`config.mk`:
```
export PLATFORM = sky130hd
export DESIGN_NAME = axi_write_master
export DESIGN_NICKNAME = d
export VERILOG_FILES = /design/src/rtl/axi_write_master.sv
export SDC_FILE = /design/constraint.sdc
export NUM_CORES = 1
export LEC_CHECK = 0
export ABC_AREA = 1
export CORE_AREA = 4 4 502 504
export CTS_BUF_LIST = sky130_fd_sc_hd__clkbuf_16
export CTS_CLUSTER_SIZE = 10
export DETAILED_ROUTE_END_ITERATION = 16
export DIE_AREA = 0 0 506 508
export PLACE_DENSITY = 0.33
export SYNTH_ARGS = -nofsm -noshare
export SYNTH_HDL_FRONTEND = slang
export SYNTH_SLANG_ARGS = --single-unit
```
`constraint.sdc`:
```
create_clock -name aclk -period 8.2 [get_ports aclk]
set_input_delay 1.64 -clock aclk [delete_from_list [all_inputs] [get_ports aclk]]
set_output_delay 1.64 -clock aclk [all_outputs]
set_load 0.02 [all_outputs]
```
`src/rtl/axi_write_master.sv`:
```
// axi_write_master
//   Moves a 64-byte-aligned block of stream data to memory over an AXI4 write
//   channel. Bursts are limited to BURST_LEN beats and never cross a 4 KB page.
//   Up to MAX_OUTSTANDING bursts may be waiting for their write response.
//
// Ports
//   aclk, areset               clock, asynchronous active-high reset
//   wmst_req                   one-cycle start pulse (ignored while busy)
//   wmst_xfer_addr/size        start byte address / byte count (low 6 bits ignored)
//   axis_slv_*                 512-bit source stream
//   m_axi_aw*/w*/b*            AXI4 write address, data and response channels
//   wmst_busy                  transfer in progress, through the done cycle
//   wmst_done                  one-cycle completion pulse
//   wmst_error                 sticky: some write response was not OKAY
module axi_write_master #(
   parameter int BURST_LEN       = 16,
   parameter int MAX_OUTSTANDING = 4
) (
   input  logic         aclk,
   input  logic         areset,
   input  logic         wmst_req,
   input  logic [63:0]  wmst_xfer_addr,
   input  logic [63:0]  wmst_xfer_size,
   input  logic         axis_slv_tvalid,
   output logic         axis_slv_tready,
   input  logic [511:0] axis_slv_tdata,
   output logic         m_axi_awvalid,
   input  logic         m_axi_awready,
   output logic [63:0]  m_axi_awaddr,
   output logic [7:0]   m_axi_awlen,
   output logic [2:0]   m_axi_awsize,
   output logic [1:0]   m_axi_awburst,
   output logic         m_axi_wvalid,
   input  logic         m_axi_wready,
   output logic [511:0] m_axi_wdata,
   output logic [63:0]  m_axi_wstrb,
   output logic         m_axi_wlast,
   input  logic         m_axi_bvalid,
   output logic         m_axi_bready,
   input  logic [1:0]   m_axi_bresp,
   output logic         wmst_busy,
   output logic         wmst_done,
   output logic         wmst_error
);

   typedef enum logic [1:0] {S_IDLE, S_AW, S_W, S_WAIT_B} state_t;

   state_t       r_state;
   state_t       w_state_nxt;
   logic [63:0]  r_addr;
   logic [57:0]  r_beats_rem;    // beats not yet covered by an issued AW
   logic [8:0]   r_burst_beats;  // beat count of the burst currently in W
   logic [8:0]   r_beat_cnt;
   logic [3:0]   r_outstanding;
   logic         r_zero_done;
   logic         r_error;

   logic [57:0]  w_total_beats;
   logic         w_req_ok;
   logic [6:0]   w_to_page;
   logic [8:0]   w_rem_clip;
   logic [8:0]   w_burst_beats;
   logic [8:0]   w_len_m1;
   logic         w_aw_hs;
   logic         w_w_hs;
   logic         w_last_hs;
   logic         w_b_dec;
   logic         w_unused;

   assign w_total_beats = wmst_xfer_size[63:6];
   // A zero-length request finishes in IDLE, so the done cycle must block a new start.
   assign w_req_ok      = wmst_req && (r_state == S_IDLE) && !r_zero_done;

   // Beats left before the next 4 KB page boundary: 1..64.
   assign w_to_page     = 7'd64 - {1'b0, r_addr[11:6]};
   assign w_rem_clip    = (r_beats_rem > 58'(BURST_LEN)) ? 9'(BURST_LEN) : r_beats_rem[8:0];
   assign w_burst_beats = (w_rem_clip > {2'b00, w_to_page}) ? {2'b00, w_to_page} : w_rem_clip;
   assign w_len_m1      = w_burst_beats - 9'd1;

   assign w_aw_hs   = m_axi_awvalid & m_axi_awready;
   assign w_w_hs    = m_axi_wvalid & m_axi_wready;
   assign w_last_hs = w_w_hs & m_axi_wlast;
   assign w_b_dec   = m_axi_bvalid && (r_outstanding != 4'd0);

   assign m_axi_awaddr  = r_addr;
   assign m_axi_awlen   = w_len_m1[7:0];
   assign m_axi_awsize  = 3'b110;
   assign m_axi_awburst = 2'b01;
   assign m_axi_wdata   = axis_slv_tdata;
   assign m_axi_wstrb   = '1;
   assign m_axi_bready  = 1'b1;
   assign wmst_busy     = (r_state != S_IDLE) || r_zero_done;
   assign wmst_error    = r_error;

   assign w_unused = ^{wmst_xfer_addr[5:0], wmst_xfer_size[5:0], w_len_m1[8]};

   always_ff @(posedge aclk or posedge areset) begin
      if (areset) begin
         r_state <= S_IDLE;
      end else begin
         r_state <= w_state_nxt;
      end
   end

   always_comb begin
      w_state_nxt     = r_state;
      m_axi_awvalid   = 1'b0;
      m_axi_wvalid    = 1'b0;
      m_axi_wlast     = 1'b0;
      axis_slv_tready = 1'b0;
      wmst_done       = r_zero_done;
      case (r_state)
         S_IDLE: begin
            if (w_req_ok && (w_total_beats != '0)) w_state_nxt = S_AW;
         end
         S_AW: begin
            m_axi_awvalid = (r_outstanding < 4'(MAX_OUTSTANDING));
            if (w_aw_hs) w_state_nxt = S_W;
         end
         S_W: begin
            m_axi_wvalid    = axis_slv_tvalid;
            axis_slv_tready = m_axi_wready;
            m_axi_wlast     = (r_beat_cnt == (r_burst_beats - 9'd1));
            // r_beats_rem already excludes the burst being written.
            if (w_last_hs) w_state_nxt = (r_beats_rem != '0) ? S_AW : S_WAIT_B;
         end
         S_WAIT_B: begin
            if (r_outstanding == 4'd0) begin
               wmst_done   = 1'b1;
               w_state_nxt = S_IDLE;
            end
         end
         default: w_state_nxt = S_IDLE;
      endcase
   end

   always_ff @(posedge aclk or posedge areset) begin
      if (areset) begin
         r_addr        <= '0;
         r_beats_rem   <= '0;
         r_burst_beats <= '0;
         r_beat_cnt    <= '0;
         r_outstanding <= '0;
         r_zero_done   <= 1'b0;
         r_error       <= 1'b0;
      end else begin
         if (w_req_ok) begin
            r_addr      <= {wmst_xfer_addr[63:6], 6'b0};
            r_beats_rem <= w_total_beats;
         end else if (w_aw_hs) begin
            r_addr      <= r_addr + {49'b0, w_burst_beats, 6'b0};
            r_beats_rem <= r_beats_rem - {49'b0, w_burst_beats};
         end

         if (w_aw_hs) begin
            r_burst_beats <= w_burst_beats;
            r_beat_cnt    <= '0;
         end else if (w_w_hs) begin
            r_beat_cnt <= r_beat_cnt + 9'd1;
         end

         r_zero_done <= w_req_ok && (w_total_beats == '0);

         case ({w_aw_hs, w_b_dec})
            2'b10:   r_outstanding <= r_outstanding + 4'd1;
            2'b01:   r_outstanding <= r_outstanding - 4'd1;
            default: r_outstanding <= r_outstanding;
         endcase

         if (w_req_ok) begin
            r_error <= 1'b0;
         end else if (m_axi_bvalid && (m_axi_bresp != 2'b00)) begin
            r_error <= 1'b1;
         end
      end
   end

endmodule

```
==> metrics.md, run 1 <==
| Metric | Value |
|---|---|
| Skew-Pair Late Insertion Delay | roughly 0.52 ns |
| PD cells | between 300 and 400 nW/um^2 |
| Post_cts resized | 0 |
| Hold WS | between 0.4 and 0.5 ns |
| Comb power frac | just over 60% |
| EDFF count, synth | 0 |
| Synth Register Bits | 142 |
| Pre-antenna DRT Iters | 5 |
| # IOs | about 1,300 |
| Reg2reg end | m_axi_awaddr[50] |
| First-pass GRT wire length | roughly 150,000 um |
| Post-route antenna net violation count | 0 |
| Worst R2R Start | r_beats_rem[40] |
| Unique cell type count in the Yosys netlist | between 50 and 60 |
| Mean Syn Cell Area | slightly below 7 sq um |
| Post-layout util | under 10% |
| Minimum clock period | slightly below 7 ns |
| Cells after Synth | 2,411 |
| WHS Endpoint | r_beat_cnt[8] |
| Gpl congestion | roughly 0.83 |
| Number of global-route vias before repair | roughly 14,000 |
| Via Count | approximately 14,000 |
| R2r setup slk | 2.27 ns |
| DRC | 0 |
| Setup TNS | 0 ns |
| Core ar. | between 200,000 and 250,000 sq um |
| Pin count of the biggest net entering global routing | between 60 and 70 |
| Post-Synth Adder-Cell Area | 2.81% |
| Post-synthesis mux area share | 0% |
| Number of synthesis warnings | 0 |
| Slew Limit Fails | 0 |
| Nets | roughly 2,800 |
| CP endpoint kind | output port |
| XOR/XNOR Fraction of Synth Area | approximately 3.7% |
| Initial antenna violation count | 28 |
| Postcts setup bufs | 0 |
| Worst-Margin Slew | 1.09 ns |
| Status | complete, no violations |
| Worst hold path stage count | 1 |
| Global Route Usage Sum | a little under 9% |
| Highest Clock Rate | roughly 150 MHz |
| Sink Count | between 100 and 150 |
| Gr ovfl total | 0 |
| CTS tree | done |
| Compound-Gate Fraction of Synth Area | about 7.7% |
| Initial Utilization | 6.62% |
| Initial DRC count | roughly 970 |
| Reg2Reg Depth | 30 |
| CTS Buffer Depth | 2 |
| Peak supply drop | about 0.00015 V |
| Skew final | 0.0287 ns |
| FILL cells | 29,400 |
| Die height | between 500 and 600 um |
| Htree depth | 4 |
| Routed wire per std cell | about 22 um |
| Setup violations, final | 0 |
| WP data required | between 6 and 7 ns |
| Setup CP Type | reg2out |
| Sw Ratio | a little under three fifths |
| Async set-reset flop share out of synthesis | 100% |
| Sequential Power Share | about a quarter |
| Lkg Pwr | approximately 0.0069 uW |
| Die area | around 260,000 sq um |
| Port buffer count | between 150 and 200 |
| Max Cap Violations | 0 |
| CP max FO | 10 |
| HP Start | r_beat_cnt[8] |
| Cts bufs inserted | 17 |
| DP HPWL | ~100,000 um |
| Final Cycle Share | between 80 and 90% |
| Setup WS post-layout | 1.39 ns |
| Fin. Hold Viols | 0 |
| Sw Pwr | between 3000 and 4000 uW |
| Clk slew on worst S/H paths | approximately 0.09 ns |
| Die Wd | ~500 um |
| CP Data Arrival Time | between 5 and 6 ns |
| Area grow syn2layout | 15.2% |
| Dominant synthesized flop cell | dfrtp_1 |
| Startpoint Class | register |
| Min-Delay Path Class | reg2reg |
| Overall routed net length | around 120,000 um |
| Int Power | roughly 2800 uW |
| RSZ-0062 raised after global routing | false |
| Rel. slew slack | ~28% |
| Root Driver | clkbuf_16 |
| Rows | ~180 |
| Pre-CTS setup slack | 1.76 ns |
| CTS Hold Bufs | 0 |
| Vias per inst | roughly 2.6 |
| Layout cell share with drive strength beyond 1 | around 7.9% |
| Largest family of logic cells by synthesized area | buffers and inverters |
| Sequential fraction of the synthesis area | roughly 22% |
| Synth Area in Simple Gates | a little under a third |
| Cell area after synthesis | about 16,000 sq um |
| Clock share of power | 14.3% |
how the worst max path moves through the flow:
stage	start	endpoint	slack, ns	cells past startpoint
detailed placement	r_beats_rem[40]	m_axi_awlen[4]	1.76	24
CTS	r_beats_rem[40]	m_axi_awlen[4]	1.13	24
finish	r_beats_rem[40]	m_axi_awlen[4]	1.39	24
global placement	r_beats_rem[40]	m_axi_awlen[4]	1.72	24
global route	r_beats_rem[40]	m_axi_awlen[4]	0.82	24
floorplan	areset	m_axi_awaddr[10]	2.75	1
cell usage in the layout, fill, tap and decap left out, types with 17 or more instances in the layout:
master           instances
dfrtp_1                142
nor2_4                  17
nor2_1                 205
xor2_1                  46
conb_1                  82
clkdlybuf4s50_1        197
nand2_2                 19
clkbuf_16               17
inv_1                  220
o211ai_1                27
xnor2_1                 23
nand3_1                141
o21ai_0                 65
nor2_2                  28
a21oi_1                 44
nor3_1                  37
nor4_1                  17
nand4_1                 39
nand2_1                550
ha_1                    32
worst max-delay path, cell delays in order, from the launching register on:
cell             delay, ns
dfrtp_1               0.42
nor2_1                0.23
nand2_1               0.13
nor2_1                0.15
nand2_1               0.10
nor2_2                0.26
nand2_2               0.14
a21oi_1               0.23
ha_1                  0.28
nand2_1               0.07
nand2_1               0.05
nand3_1               0.06
nand2_1               0.05
nand2_1               0.05
nand3_1               0.07
nand2_2               0.20
inv_1                 0.11
nand2_1               0.08
nand2_2               0.11
inv_1                 0.22
ha_1                  0.24
nand3_1               0.10
nor2_2                0.16
xor2_1                0.41
clkdlybuf4s50_1       0.71
kinds of logic (layout without fill, tap and decap cells):
kind of cell,after synthesis,count (layout)
simple gates,1091,1091
other cells,2,92
buf+inv,866,475
compound gates,206,206
flops,142,142
fa+ha+maj,35,35
xor+xnor,69,69
stage by stage:
stage                     cell area, sq um  cells  power [uW]
after global routing                 18900   5438        6940
final                                18900   5440        6370
after floorplan                      16700   2491        4200
after detailed placement             18300   5398        5600
after CTS                            18900   5430        6570
after global placement               18300   5398        5600
synthesized netlist by cell type (17+ instances only):
| cell type | instances | area [sq um] |
|---|---|---|
| dfrtp_1 | 142 | 3550 |
| nand2_2 | 18 | 113 |
| xnor2_1 | 23 | 201 |
| nor3_1 | 37 | 185 |
| inv_1 | 221 | 830 |
| a21oi_1 | 44 | 220 |
| o21ai_0 | 66 | 330 |
| nor2_1 | 205 | 769 |
| nand4_1 | 39 | 244 |
| xor2_1 | 46 | 403 |
| nand3_1 | 141 | 706 |
| nor2_2 | 28 | 175 |
| nor2_4 | 17 | 191 |
| buf_4 | 590 | 4430 |
| ha_1 | 32 | 400 |
| buf_2 | 29 | 145 |
| nor4_1 | 17 | 106 |
| o211ai_1 | 27 | 203 |
| nand2_1 | 551 | 2070 |
power by group through the flow:
stage | registers [uW] | clock network, uW | logic (uW)
final | 1560 | 908 | 3900
after CTS | 1570 | 968 | 4040
after global placement | 1580 | 0 | 4020
after floorplan | 1520 | 0 | 2680
after global routing | 1610 | 967 | 4360
after detailed placement | 1580 | 0 | 4020
sequential cells by signal, indices dropped and copies added, names as in the netlist:
signal and cells:
m_axi_awaddr 58, r_zero_done 1, r_state 2, r_outstanding 4, wmst_error 1, r_beat_cnt 9
r_burst_beats 9, r_beats_rem 58
layout make-up:
| type | count | area, sq um | share of cell area, % |
|---|---|---|---|
| inverter | 235 | 895 | 4.74 |
| clock inverter | 15 | 170 | 0.901 |
| tap | 3330 | 4170 | 22.1 |
| sequential | 142 | 3550 | 18.8 |
| multi-input combinational | 1483 | 7590 | 40.2 |
| antenna | 10 | 25.0 | 0.133 |
| timing repair buffer | 208 | 2050 | 10.9 |
| clock buffer | 17 | 425 | 2.25 |
layer usage:
metal	track usage (%)	vias up	share of wire (%)
li1	-	6347	-
met1	7.37	6404	29
met2	14.7	833	47
met3	5.62	478	15
met4	7.58	0	9.4
met5	0	-	0
No activity file was read; power rests on OpenSTA's default activity.
==> run 2: changes to the inputs <==
--- a/config.mk
+++ b/config.mk
@@ -6,12 +6,12 @@
 export NUM_CORES = 1
 export LEC_CHECK = 0
 export ABC_AREA = 1
-export CORE_AREA = 4 4 502 504
+export CORE_AREA = 4 4 501 503
 export CTS_BUF_LIST = sky130_fd_sc_hd__clkbuf_16
 export CTS_CLUSTER_SIZE = 10
 export DETAILED_ROUTE_END_ITERATION = 16
-export DIE_AREA = 0 0 506 508
-export PLACE_DENSITY = 0.33
+export DIE_AREA = 0 0 505 507
+export PLACE_DENSITY = 0.34
 export SYNTH_ARGS = -nofsm -noshare
 export SYNTH_HDL_FRONTEND = slang
 export SYNTH_SLANG_ARGS = --single-unit
==> constraint.sdc (replaced) <==
create_clock -name aclk -period 5.8 [get_ports aclk]
set_input_delay 1.16 -clock aclk [delete_from_list [all_inputs] [get_ports aclk]]
set_output_delay 1.16 -clock aclk [all_outputs]
set_load 0.02 [all_outputs]
==> run 2 against run 1 <==
  * Clock-buffer cell count is the same
  * First-iteration DRC count shrank 4.3%
  * Sequential power grew 41%
  * Hold slack lost 0.0049 ns
  * Critical path type unchanged
  * Largest power group unchanged
==> metrics.md, run 2 (synthesis gave the netlist of run 1 again) <==
| Metric | Value |
|---|---|
| PD cells | 482 nW/um^2 (+43%) |
| Most frequent cells in the layout | nand2_1, inv_1, nor2_1 |
| Pin count of the biggest net entering global routing | 82 (+32%) |
| Minimum clock period | between 5 and 6 ns |
| Rows | 182 (-0.55%) |
| Placed inst area | 18,300 sq um (about the same) |
| Rel. slew slack | 38.9% (+11 points) |
| Nets | 2,782 (+0.40%) |
| First-pass GRT wire length | 149,000 um (+0.68%) |
| Die area | 256,000 sq um (-0.39%) |
| Gpl congestion | 0.832 (about the same) |
| RSZ-0062 raised after global routing | false |
| CTS Hold Bufs | 0 (unchanged) |
| Port buffer count | 197 (unchanged) |
| Setup CP Type | reg2out |
| Setup violations, final | 0 (unchanged) |
| Core ar. | 246,000 sq um (-0.73%) |
| HP Start | r_beat_cnt[8] |
| R2r setup slk | 0.66 ns (-1.61 ns) |
| Initial DRC count | 930 (-4.3%) |
| WHS Endpoint | r_beat_cnt[8] |
| Worst-Margin Slew | 0.917 ns (-0.170 ns) |
| Final Power | 9110 uW (+43%) |
| Skew final | 0.0193 ns (-0.00939 ns) |
| Skew-Pair Late Insertion Delay | 0.51 ns (about the same) |
| Area grow syn2layout | 15.3% |
| FILL cells | 29,000 (-1.3%) |
| Vias per inst | 2.61 (+0.97%) |
| Setup TNS | 0 ns (unchanged) |
| Initial Utilization | 6.67% (+0.049 points) |
| Slowest cell on the critical path | dfrtp_1 |
| Htree depth | 4 (unchanged) |
| Worst R2R Start | r_beats_rem[30] |
| CP endpoint kind | output port |
| Max Cap Violations | 0 (unchanged) |
| Min-Delay Path Class | reg2reg |
| Slew Limit Fails | 0 (unchanged) |
| DRC | 0 (unchanged) |
| Via Count | 13,900 (-0.92%) |
| Final Cycle Share | 92.0% |
| Reg2Reg Depth | 30 (unchanged) |
| Die height | 507 um (-0.20%) |
| Layout cell share with drive strength beyond 1 | 8.77% (+0.86 points) |
| Commonest non-fill, non-tap cell in the layout | nand2_1 |
| Initial antenna violation count | 46 (+64%) |
| CP max FO | 10 (unchanged) |
| Final Cell Area | 18,900 sq um (+0.15%) |
| Lkg Pwr | 0.00696 uW (+1.3%) |
| Reg area | 3550 sq um (unchanged) |
| Root Driver | clkbuf_16 |
| Highest Clock Rate | 187 MHz |
| Status | complete, no violations |
| Most used cell, CP | nand2_1 |
| Pre-antenna DRT Iters | 5 (unchanged) |
| # IOs | 1,310 (unchanged) |
| DP HPWL | 103,000 um (+0.54%) |
| CP Data Arrival Time | 4.18 ns (-0.99 ns) |
| Clk slew on worst S/H paths | 0.07 ns (-0.02 ns) |
| CTS tree | done |
| Cts bufs inserted | 17 (unchanged) |
| Worst hold path stage count | 1 (unchanged) |
| WP data required | 4.64 ns (-1.92 ns) |
| Startpoint Class | register |
| Number of global-route vias before repair | 13,900 (+1.5%) |
| Die Wd | 505 um (-0.20%) |
| Fin. Hold Viols | 0 (unchanged) |
| Peak supply drop | 0.000232 V (+51%) |
| CTS Buffer Depth | 2 (unchanged) |
| Overall routed net length | 118,000 um (-0.42%) |
| Slowest stage delay, CP | 0.42 ns (-0.29 ns) |
| Global Route Usage Sum | 8.90% (+0.041 points) |
| Routed wire per std cell | 22.2 um (+1.5%) |
| Sink Count | 142 (unchanged) |
| Gr ovfl total | 0 (unchanged) |
| Multi-input logic area | 7620 sq um (+0.43%) |
| Post-route antenna net violation count | 0 (unchanged) |
| Reg2reg end | m_axi_awaddr[18] |
run 2: area by class of cell:
class                      count  share of cell area (%)
timing repair buffer         219                    11.7
clock inverter                14                   0.781
antenna                        8                   0.106
inverter                     235                    4.75
multi-input combinational   1483                    40.3
tap                         3220                    21.3
clock buffer                  17                    2.25
sequential                   142                    18.8
run 2: repair_timing:
action                                  CTS  global route
gates resized for setup                   0             8
endpoints found under the setup margin    1             4
pin swaps                                 0             0
cloned                                    0             0
setup buffers                             0             1
run 2: where the power goes:
group / total (uW) / internal [uW] / switching, uW
combinational: 5690 / 2020 / 3670
clock: 1220 / 633 / 583
sequential: 2200 / 1450 / 750
run 2: how the worst max path moves through the flow:
stage | startpoint | endpoint | slack, ns | depth (start not counted)
after global placement | r_beats_rem[28] | m_axi_awaddr[18] | 0.41 | 30
after detailed placement | r_beats_rem[40] | m_axi_awaddr[18] | 0.52 | 30
after global routing | r_beats_rem[43] | m_axi_awlen[4] | 0.03 | 22
after CTS | r_beats_rem[29] | m_axi_awlen[2] | -0.04 | 22
final | r_beats_rem[29] | m_axi_awlen[4] | 0.46 | 25
after floorplan | areset | m_axi_awaddr[10] | 0.83 | 1
run 2: layer usage:
| metal | global-route usage [%] | up-vias | part of all wire, % |
|---|---|---|---|
| li1 | - | 6353 | - |
| met1 | 7.21 | 6257 | 28 |
| met2 | 14.5 | 820 | 46 |
| met3 | 6.36 | 482 | 17 |
| met4 | 7.64 | 20 | 9.3 |
| met5 | 0 | - | 0.10 |
run 2: metrics by stage:
step	setup WS (ns)	hold slack, ns	instances	utilization (%)
after floorplan	0.830	0.454	2491	-
after detailed placement	0.519	0.481	5298	7.43
after CTS	-0.0392	0.490	5329	7.66
final	0.461	0.486	5338	7.69
after global placement	0.407	0.479	5298	7.43
after global routing	0.0308	0.526	5335	7.69
run 2: critical path, delay by kind of cell (launching register included):
| family | cells | cell delay [ns] |
|---|---|---|
| AO/OA/AOI/OAI | 1 | 0.19 |
| XOR/XNOR | 1 | 0.18 |
| buffers and inverters | 4 | 0.51 |
| flip-flops | 1 | 0.42 |
| adder cells (fa/ha/maj) | 2 | 0.46 |
| AND/OR/NAND/NOR | 17 | 1.88 |
==> run 3: changes to the inputs <==
--- a/config.mk
+++ b/config.mk
@@ -8,7 +8,7 @@
 export ABC_AREA = 1
 export CORE_AREA = 4 4 501 503
 export CTS_BUF_LIST = sky130_fd_sc_hd__clkbuf_16
-export CTS_CLUSTER_SIZE = 10
+export CTS_CLUSTER_SIZE = 30
 export DETAILED_ROUTE_END_ITERATION = 16
 export DIE_AREA = 0 0 505 507
 export PLACE_DENSITY = 0.34
==> results of run 3 <==
No change in the layout: final DEF, timing and power equal those of run 2.
